==> src/rtl/dimming_mode_mux_if.sv <==
// dimming_mode_mux_if: command, sample and result signals of the backlight mode mux.
// Latency: n/a (wiring only). Backpressure: cmd_ready gates commands; samples are never stalled.
// Ports: master = stimulus side (drives cmd/sample inputs), slave = mux side.
// With FRAME_MAX_EN defined, frame_max / frame_max_valid are added to the bundle.
interface dimming_mode_mux_if #(
  parameter int DW     = 8,
  parameter int CH     = 3,
  parameter int VCNT_W = 6
);
  localparam int PW = CH * DW;

  logic              cmd_valid;
  logic              cmd_ready;
  logic [7:0]        cmd_code;
  logic [PW-1:0]     para_list;
  logic              cmd_err;
  logic              frame_start;
  logic [DW-1:0]     white_mean;
  logic [VCNT_W-1:0] white_v_cnt;
  logic              white_valid;
  logic [PW-1:0]     color_mean;
  logic [VCNT_W-1:0] color_v_cnt;
  logic              color_valid;
  logic [PW-1:0]     out_mean;
  logic              out_valid;
  logic [VCNT_W-1:0] out_v_cnt;
  logic [7:0]        active_mode;
`ifdef FRAME_MAX_EN
  logic [PW-1:0]     frame_max;
  logic              frame_max_valid;
`endif

  modport master (
    output cmd_valid, cmd_code, para_list, frame_start,
           white_mean, white_v_cnt, white_valid,
           color_mean, color_v_cnt, color_valid,
    input
`ifdef FRAME_MAX_EN
           frame_max, frame_max_valid,
`endif
           cmd_ready, cmd_err, out_mean, out_valid, out_v_cnt, active_mode
  );

  modport slave (
    input  cmd_valid, cmd_code, para_list, frame_start,
           white_mean, white_v_cnt, white_valid,
           color_mean, color_v_cnt, color_valid,
    output
`ifdef FRAME_MAX_EN
           frame_max, frame_max_valid,
`endif
           cmd_ready, cmd_err, out_mean, out_valid, out_v_cnt, active_mode
  );
endinterface

==> src/rtl/dimming_mode_mux.sv <==
// dimming_mode_mux: applies a frame-aligned dimming mode to grey/colour block means.
// Latency: 2 cycles sample-in to out_valid, 1 sample/cycle. Backpressure: cmd_ready=0 while a
// command waits for frame_start (extra commands dropped); the sample path has no backpressure.
// Ports: clk, rst (async active-high), bus (dimming_mode_mux_if.slave: cmd, samples, result).
// Optional macro FRAME_MAX_EN adds a per-frame, per-channel maximum of out_mean.
module dimming_mode_mux #(
  parameter int DW     = 8,
  parameter int CH     = 3,
  parameter int VCNT_W = 6,
  parameter int PW     = CH * DW
) (
  input  logic             clk,
  input  logic             rst,
  dimming_mode_mux_if.slave bus
);

  localparam logic [7:0] MODE_A0 = 8'hA0;

  typedef enum logic {ST_IDLE, ST_PEND} state_t;

  // ---------------- command FSM ----------------
  state_t        r_state;
  state_t        w_state_nxt;
  logic          w_cmd_ready;
  logic          w_shadow_load;
  logic          w_apply;
  logic          w_err_set;
  logic          w_known;
  logic [7:0]    r_shadow_mode;
  logic [PW-1:0] r_shadow_para;
  logic [7:0]    r_active_mode;
  logic [PW-1:0] r_active_para;
  logic          r_cmd_err;

  // Known codes are A0..A3: top six bits fixed, low two bits select the operation.
  assign w_known = (bus.cmd_code[7:2] == 6'b1010_00);

  always_comb begin
    w_state_nxt   = r_state;
    w_cmd_ready   = 1'b0;
    w_shadow_load = 1'b0;
    w_apply       = 1'b0;
    w_err_set     = 1'b0;
    case (r_state)
      ST_IDLE: begin
        w_cmd_ready = 1'b1;
        // frame_start here has nothing to apply; a new command waits for the next one.
        if (bus.cmd_valid) begin
          if (w_known) begin
            w_shadow_load = 1'b1;
            w_state_nxt   = ST_PEND;
          end else begin
            w_err_set = 1'b1;
          end
        end
      end
      ST_PEND: begin
        if (bus.frame_start) begin
          w_apply     = 1'b1;
          w_state_nxt = ST_IDLE;
        end
      end
      default: w_state_nxt = ST_IDLE;
    endcase
  end

  always_ff @(posedge clk or posedge rst) begin
    if (rst) begin
      r_state       <= ST_IDLE;
      r_shadow_mode <= MODE_A0;
      r_shadow_para <= '0;
      r_active_mode <= MODE_A0;
      r_active_para <= '0;
      r_cmd_err     <= 1'b0;
    end else begin
      r_state   <= w_state_nxt;
      r_cmd_err <= w_err_set;
      if (w_shadow_load) begin
        r_shadow_mode <= bus.cmd_code;
        r_shadow_para <= bus.para_list;
      end
      if (w_apply) begin
        r_active_mode <= r_shadow_mode;
        r_active_para <= r_shadow_para;
      end
    end
  end

  // ---------------- stage 1: input select + mode snapshot ----------------
  // r_active_mode is the pre-edge value, so a sample coincident with the applying
  // frame_start is tagged with the old mode.
  logic              w_use_white;
  logic              w_sel_valid;
  logic              r_s1_valid;
  logic [PW-1:0]     r_s1_mean;
  logic [VCNT_W-1:0] r_s1_v_cnt;
  logic [1:0]        r_s1_op;
  logic [PW-1:0]     r_s1_para;

  assign w_use_white = (r_active_mode[1] == 1'b0);  // A0, A1
  assign w_sel_valid = w_use_white ? bus.white_valid : bus.color_valid;

  always_ff @(posedge clk or posedge rst) begin
    if (rst) begin
      r_s1_valid <= 1'b0;
      r_s1_mean  <= '0;
      r_s1_v_cnt <= '0;
      r_s1_op    <= 2'd0;
      r_s1_para  <= '0;
    end else begin
      r_s1_valid <= w_sel_valid;
      if (w_sel_valid) begin
        r_s1_mean  <= w_use_white ? PW'(bus.white_mean) : bus.color_mean;
        r_s1_v_cnt <= w_use_white ? bus.white_v_cnt : bus.color_v_cnt;
        r_s1_op    <= r_active_mode[1:0];
        r_s1_para  <= r_active_para;
      end
    end
  end

  // ---------------- stage 2: per-channel arithmetic ----------------
  // op 0 (A0): white - para[B], op 1 (A1): white*para_c, op 2 (A2): color_c*para_c,
  // op 3 (A3): color_c - para_c. Subtractions clamp at 0; products keep the high DW bits.
  logic [CH-1:0][DW-1:0] w_res;

  always_comb begin
    logic [DW-1:0]   v_src;
    logic [DW-1:0]   v_par;
    logic [2*DW-1:0] v_prod;
    w_res  = '0;
    v_src  = '0;
    v_par  = '0;
    v_prod = '0;
    for (int c = 0; c < CH; c++) begin
      v_src  = (r_s1_op[1] == 1'b0) ? r_s1_mean[DW-1:0] : r_s1_mean[c*DW +: DW];
      v_par  = (r_s1_op == 2'd0)    ? r_s1_para[DW-1:0] : r_s1_para[c*DW +: DW];
      v_prod = (2*DW)'(v_src) * (2*DW)'(v_par);
      if (r_s1_op[0] ^ r_s1_op[1]) begin
        w_res[c] = v_prod[2*DW-1:DW];
      end else begin
        w_res[c] = (v_src > v_par) ? (v_src - v_par) : '0;
      end
    end
  end

  logic              r_out_valid;
  logic [PW-1:0]     r_out_mean;
  logic [VCNT_W-1:0] r_out_v_cnt;

  always_ff @(posedge clk or posedge rst) begin
    if (rst) begin
      r_out_valid <= 1'b0;
      r_out_mean  <= '0;
      r_out_v_cnt <= '0;
    end else begin
      r_out_valid <= r_s1_valid;
      if (r_s1_valid) begin
        r_out_mean  <= w_res;
        r_out_v_cnt <= r_s1_v_cnt;
      end
    end
  end

  assign bus.cmd_ready   = w_cmd_ready;
  assign bus.cmd_err     = r_cmd_err;
  assign bus.out_valid   = r_out_valid;
  assign bus.out_mean    = r_out_mean;
  assign bus.out_v_cnt   = r_out_v_cnt;
  assign bus.active_mode = r_active_mode;

`ifdef FRAME_MAX_EN
  // ---------------- per-frame running maximum ----------------
  // w_run_upd folds in the sample visible this cycle, so an out_valid coincident with
  // frame_start is counted in the frame that is ending.
  logic [CH-1:0][DW-1:0] r_run_max;
  logic [CH-1:0][DW-1:0] w_run_upd;
  logic [PW-1:0]         r_frame_max;
  logic                  r_frame_max_valid;

  always_comb begin
    w_run_upd = r_run_max;
    if (r_out_valid) begin
      for (int c = 0; c < CH; c++) begin
        if (r_out_mean[c*DW +: DW] > r_run_max[c]) begin
          w_run_upd[c] = r_out_mean[c*DW +: DW];
        end
      end
    end
  end

  always_ff @(posedge clk or posedge rst) begin
    if (rst) begin
      r_run_max         <= '0;
      r_frame_max       <= '0;
      r_frame_max_valid <= 1'b0;
    end else if (bus.frame_start) begin
      r_frame_max       <= w_run_upd;
      r_frame_max_valid <= 1'b1;
      r_run_max         <= '0;
    end else begin
      r_frame_max_valid <= 1'b0;
      r_run_max         <= w_run_upd;
    end
  end

  assign bus.frame_max       = r_frame_max;
  assign bus.frame_max_valid = r_frame_max_valid;
`endif

endmodule

==> src/flat_wrapper.sv <==
// flat-port wrapper written by rule: the top's interface ports become plain ports
module dimming_mode_mux_flat 
#(
  parameter int DW     = 8,
  parameter int CH     = 3,
  parameter int VCNT_W = 6,
  parameter int PW     = CH * DW
)
  (clk, rst, bus_cmd_valid, bus_cmd_code, bus_para_list, bus_frame_start, bus_white_mean, bus_white_v_cnt, bus_white_valid, bus_color_mean, bus_color_v_cnt, bus_color_valid, bus_cmd_ready, bus_cmd_err, bus_out_mean, bus_out_valid, bus_out_v_cnt, bus_active_mode);
  dimming_mode_mux_if #(.DW(DW), .CH(CH), .VCNT_W(VCNT_W)) bus_i ();
  input  logic clk;
  input  logic rst;
  input wire logic [$bits(bus_i.cmd_valid)-1:0] bus_cmd_valid;
  input wire logic [$bits(bus_i.cmd_code)-1:0] bus_cmd_code;
  input wire logic [$bits(bus_i.para_list)-1:0] bus_para_list;
  input wire logic [$bits(bus_i.frame_start)-1:0] bus_frame_start;
  input wire logic [$bits(bus_i.white_mean)-1:0] bus_white_mean;
  input wire logic [$bits(bus_i.white_v_cnt)-1:0] bus_white_v_cnt;
  input wire logic [$bits(bus_i.white_valid)-1:0] bus_white_valid;
  input wire logic [$bits(bus_i.color_mean)-1:0] bus_color_mean;
  input wire logic [$bits(bus_i.color_v_cnt)-1:0] bus_color_v_cnt;
  input wire logic [$bits(bus_i.color_valid)-1:0] bus_color_valid;
  output wire logic [$bits(bus_i.cmd_ready)-1:0] bus_cmd_ready;
  output wire logic [$bits(bus_i.cmd_err)-1:0] bus_cmd_err;
  output wire logic [$bits(bus_i.out_mean)-1:0] bus_out_mean;
  output wire logic [$bits(bus_i.out_valid)-1:0] bus_out_valid;
  output wire logic [$bits(bus_i.out_v_cnt)-1:0] bus_out_v_cnt;
  output wire logic [$bits(bus_i.active_mode)-1:0] bus_active_mode;
  assign bus_i.cmd_valid = bus_cmd_valid;
  assign bus_i.cmd_code = bus_cmd_code;
  assign bus_i.para_list = bus_para_list;
  assign bus_i.frame_start = bus_frame_start;
  assign bus_i.white_mean = bus_white_mean;
  assign bus_i.white_v_cnt = bus_white_v_cnt;
  assign bus_i.white_valid = bus_white_valid;
  assign bus_i.color_mean = bus_color_mean;
  assign bus_i.color_v_cnt = bus_color_v_cnt;
  assign bus_i.color_valid = bus_color_valid;
  assign bus_cmd_ready = bus_i.cmd_ready;
  assign bus_cmd_err = bus_i.cmd_err;
  assign bus_out_mean = bus_i.out_mean;
  assign bus_out_valid = bus_i.out_valid;
  assign bus_out_v_cnt = bus_i.out_v_cnt;
  assign bus_active_mode = bus_i.active_mode;
  dimming_mode_mux #(.DW(DW), .CH(CH), .VCNT_W(VCNT_W), .PW(PW)) u_core (.clk(clk), .rst(rst), .bus(bus_i));
endmodule
==> config.mk <==
export PLATFORM = sky130hd
export DESIGN_NAME = dimming_mode_mux_flat
export DESIGN_NICKNAME = d
export VERILOG_FILES = /design/src/rtl/dimming_mode_mux_if.sv /design/src/rtl/dimming_mode_mux.sv /design/src/flat_wrapper.sv
export SDC_FILE = /design/constraint.sdc
export NUM_CORES = 1
export LEC_CHECK = 0
export ABC_AREA = 0
export BUFFER_PORTS_ARGS = -buffer_cell sky130_fd_sc_hd__buf_4
export CORE_UTILIZATION = 51
export CTS_CLUSTER_DIAMETER = 100
export DETAILED_ROUTE_END_ITERATION = 8
export PLACE_DENSITY_LB_ADDON = 0.08
export SLEW_MARGIN = 40
export SYNTH_ARGS = -nofsm -noshare
export SYNTH_HDL_FRONTEND = slang
export SYNTH_SLANG_ARGS = --single-unit
==> constraint.sdc <==
create_clock -name clk -period 16.2 [get_ports clk]
set_clock_uncertainty 0.15 [all_clocks]
set_input_delay 1.62 -clock clk [delete_from_list [all_inputs] [get_ports clk]]
set_output_delay 1.62 -clock clk [all_outputs]
set_load 0.1 [all_outputs]
==> metrics.yaml <==
run_status: "completed"
syn_inst: 1286
fmax_mhz: 159
grt_max_degree: 97
max_cap_violations: 0
gr-usage-all-layers: 0.247
cts_inserted_buffers: 17
syn-cell-area_um2: 13000
critPathMaxStageDelay_ns: 0.77
cts_setup_buffers: 0
tns_ns: 0
crit_chain: "inv_1 -> ha_2 -> mux2i_1 -> inv_1 -> nand2_1 -> fa_1 -> fa_1 -> inv_1 -> fa_1 -> fa_1 -> ha_1 -> nand2_1 -> a211oi_1 -> a21oi_1 -> o21bai_1 -> a31oi_1 -> nand2b_1 -> a211o_1"
insertion_delay_ns: 0.43
drive_above_1_share: 0.193
worstMarginPinSlew_ns: 0.834
path_clk_slew_ns: 0.08
grt.overflow.total: 0
n_fill_cell: 2202
place_inst: 1705
synth_top_area_frac: 0.288
yosysSeqAreaShare: 0.296
async_reset_ff_frac: 1.00
worstPathMaxFanout: 26
end_kind: "flop"
syn-num-nets: 1621
path_depth: 18
io_pins: 123
grt_pass1_wl_mm: 50.3
endpoint: "u_core.bus.out_mean[23]$_DFFE_PP0P_"
cts_repair_resize_count: 0
yosysTopAreaCell: "dfrtp_1"
start_util: 0.518
setup_viol: 0
crit_family: "adder cells"
cp.arrival_ns: 6.45
period_minus_slack_ns: 6.29
worstPathRequired_ns: 16.37
leakage_nw: 8.00
cts-hold-fix-buffers: 0
synth_area_leaders: "dfrtp_1, fa_1, ha_1, mux2_2, inv_1"
reg2reg_slack_ns: 9.91
cts_tree: "yes"
synth.distinct_cells: 65
antenna_found_initial: 0
slew_viol_final: 0
grt_pass1_vias: 9675
hold_viol: 0
crit_path_top_delay_cell: "mux2i_1"
drc_errors: 0
critPathBufInv: 3
rsz0062_at_grt: "false"
vias: 9488
layout.nets: 1729
clkSinkCount: 154
cts_root_buf: "clkbuf_16"
cp-startpoint: "u_core.r_s1_op[1]$_DFFE_PP0P_"
detail_route.first_pass.iterations: 5
ys_seq_elements: 154
vias_per_cell: 5.46
yosys-top-cells-count: "inv_1, dfrtp_1, ha_1"
worst-setup-path-type: "reg -> reg"
avgSynthCellArea_um2: 10.1
rr_endpoint: "u_core.bus.out_mean[23]$_DFFE_PP0P_"
fin_crit_sh: 0.388
cp-start-kind: "flop"
power_density_nw_per_um2: 95.5
synth.most_common_cell: "inv_1"
die_height_um: 162
rows: 58
drtAntennaViolNets: 0
synthFlopType: "dfrtp_1"
wl_per_cell_um: 17.9
ys_warn_count: 0
cts-htree-levels: 4
portBuffers: 122
drt_iter0_drc: 499
instances_no_fill: 1737
crit_top_cell: "fa_1"
clockBufferDepth: 2
synth-edff-count: 0
slew_headroom: 0.428
drt_wl_total_mm: 31.1
fp.dieArea_um2: 26200
power_w: 0.00142
place_hpwl_mm: 24.0
r2r_cells: 18
r2r_start: "u_core.r_s1_op[1]$_DFFE_PP0P_"
fin_area_um2: 14900
fp.coreArea_um2: 25100
placement.cell_area_um2: 14300
die_x_um: 162
worstHoldPathType: "reg -> reg"
ir_worst_vdd_uv: 94.0
diodes: 0
gp_congestion: 0.896
syn_to_final_growth_pct: 14.5
==> layer usage <==
layer	GRT usage	part of all wire	vias up
met3	0.0470	0.057	45
li1	-	-	4478
met1	0.344	0.47	4667
met2	0.389	0.45	298
met5	0	0	-
met4	0.0810	0.025	0
==> cell families (layout without fill, tap and decap cells) <==
logic type	Yosys count	count (layout)	share of synthesized area
and+or+nand+nor	313	313	0.114
adders and majority gates	253	253	0.305
buffers and inverters	232	353	0.0678
AOI/OAI and AO/OA	182	182	0.0930
DFF	154	154	0.296
muxes	121	121	0.102
xor gates and xnor gates	31	31	0.0209
==> where the power goes <==
| part | internal, W | total, W | leakage, nW | switching (W) |
|---|---|---|---|---|
| clock | 0.000215 | 0.000420 | 0.306 | 0.000205 |
| combinational | 0.000165 | 0.000530 | 5.67 | 0.000365 |
| sequential | 0.000431 | 0.000474 | 2.03 | 0.0000431 |
==> flip-flops by register name, indices dropped and copies added, names as in the netlist, 2 cells and up <==
register	flops
u_core.r_s1_op	2
u_core.r_s1_para	24
u_core.r_shadow_para	24
u_core.r_shadow_mode	8
u_core.r_s1_mean	24
u_core.bus.active_mode	8
u_core.bus.out_v_cnt	6
u_core.r_s1_v_cnt	6
u_core.r_active_para	24
u_core.bus.out_mean	24
==> tightest hold or removal path, delay by kind of cell (launching register included) <==
family          cells  cell delay (ns)
simple gates        1             0.05
compound gates      1             0.06
flops               1             0.34
==> metrics by stage <==
step	worst slack, ns	hold WS (ns)	utilization
after floorplan	10.07	0.202	-
after global placement	9.68	0.306	0.568
after detailed placement	9.79	0.315	0.568
after CTS	9.80	0.330	0.594
after global routing	9.57	0.348	0.594
final	9.91	0.332	0.594
==> cell type report <==
cell class | instances | area (µm²) | share of cell area
clock buffer | 17 | 425 | 0.0285
clock inverter | 15 | 209 | 0.0140
inverter | 191 | 724 | 0.0486
multi-input combinational | 900 | 8300 | 0.557
sequential | 154 | 3860 | 0.259
tap | 330 | 413 | 0.0277
timing repair buffer | 130 | 976 | 0.0655
==> layout by cell type, fill, tap and decap left out, types with 41 or more instances in the layout <==
| cell | n |
|---|---|
| ha_1 | 144 |
| buf_4 | 130 |
| o21ai_0 | 41 |
| and2_1 | 42 |
| inv_1 | 189 |
| nand2_1 | 71 |
| dfrtp_1 | 148 |
| mux2_2 | 90 |
| nor2_1 | 125 |
| fa_1 | 108 |
| a21oi_1 | 50 |
==> worst min path at each step <==
stage / startpoint / endpoint / cells past startpoint / slack (ns)
floorplan: u_core.r_s1_valid$_DFF_PP0_ / u_core.bus.out_valid$_DFF_PP0_ / 0 / 0.20
global placement: u_core.r_s1_v_cnt[5]$_DFFE_PP0P_ / u_core.r_s1_v_cnt[5]$_DFFE_PP0P_ / 2 / 0.31
detailed placement: u_core.r_s1_v_cnt[1]$_DFFE_PP0P_ / u_core.r_s1_v_cnt[1]$_DFFE_PP0P_ / 2 / 0.31
CTS: u_core.r_s1_v_cnt[1]$_DFFE_PP0P_ / u_core.r_s1_v_cnt[1]$_DFFE_PP0P_ / 2 / 0.33
global route: u_core.r_s1_v_cnt[5]$_DFFE_PP0P_ / u_core.r_s1_v_cnt[5]$_DFFE_PP0P_ / 2 / 0.35
finish: u_core.r_s1_v_cnt[0]$_DFFE_PP0P_ / u_core.r_s1_v_cnt[0]$_DFFE_PP0P_ / 2 / 0.33
No activity file was read; power rests on OpenSTA's default activity.
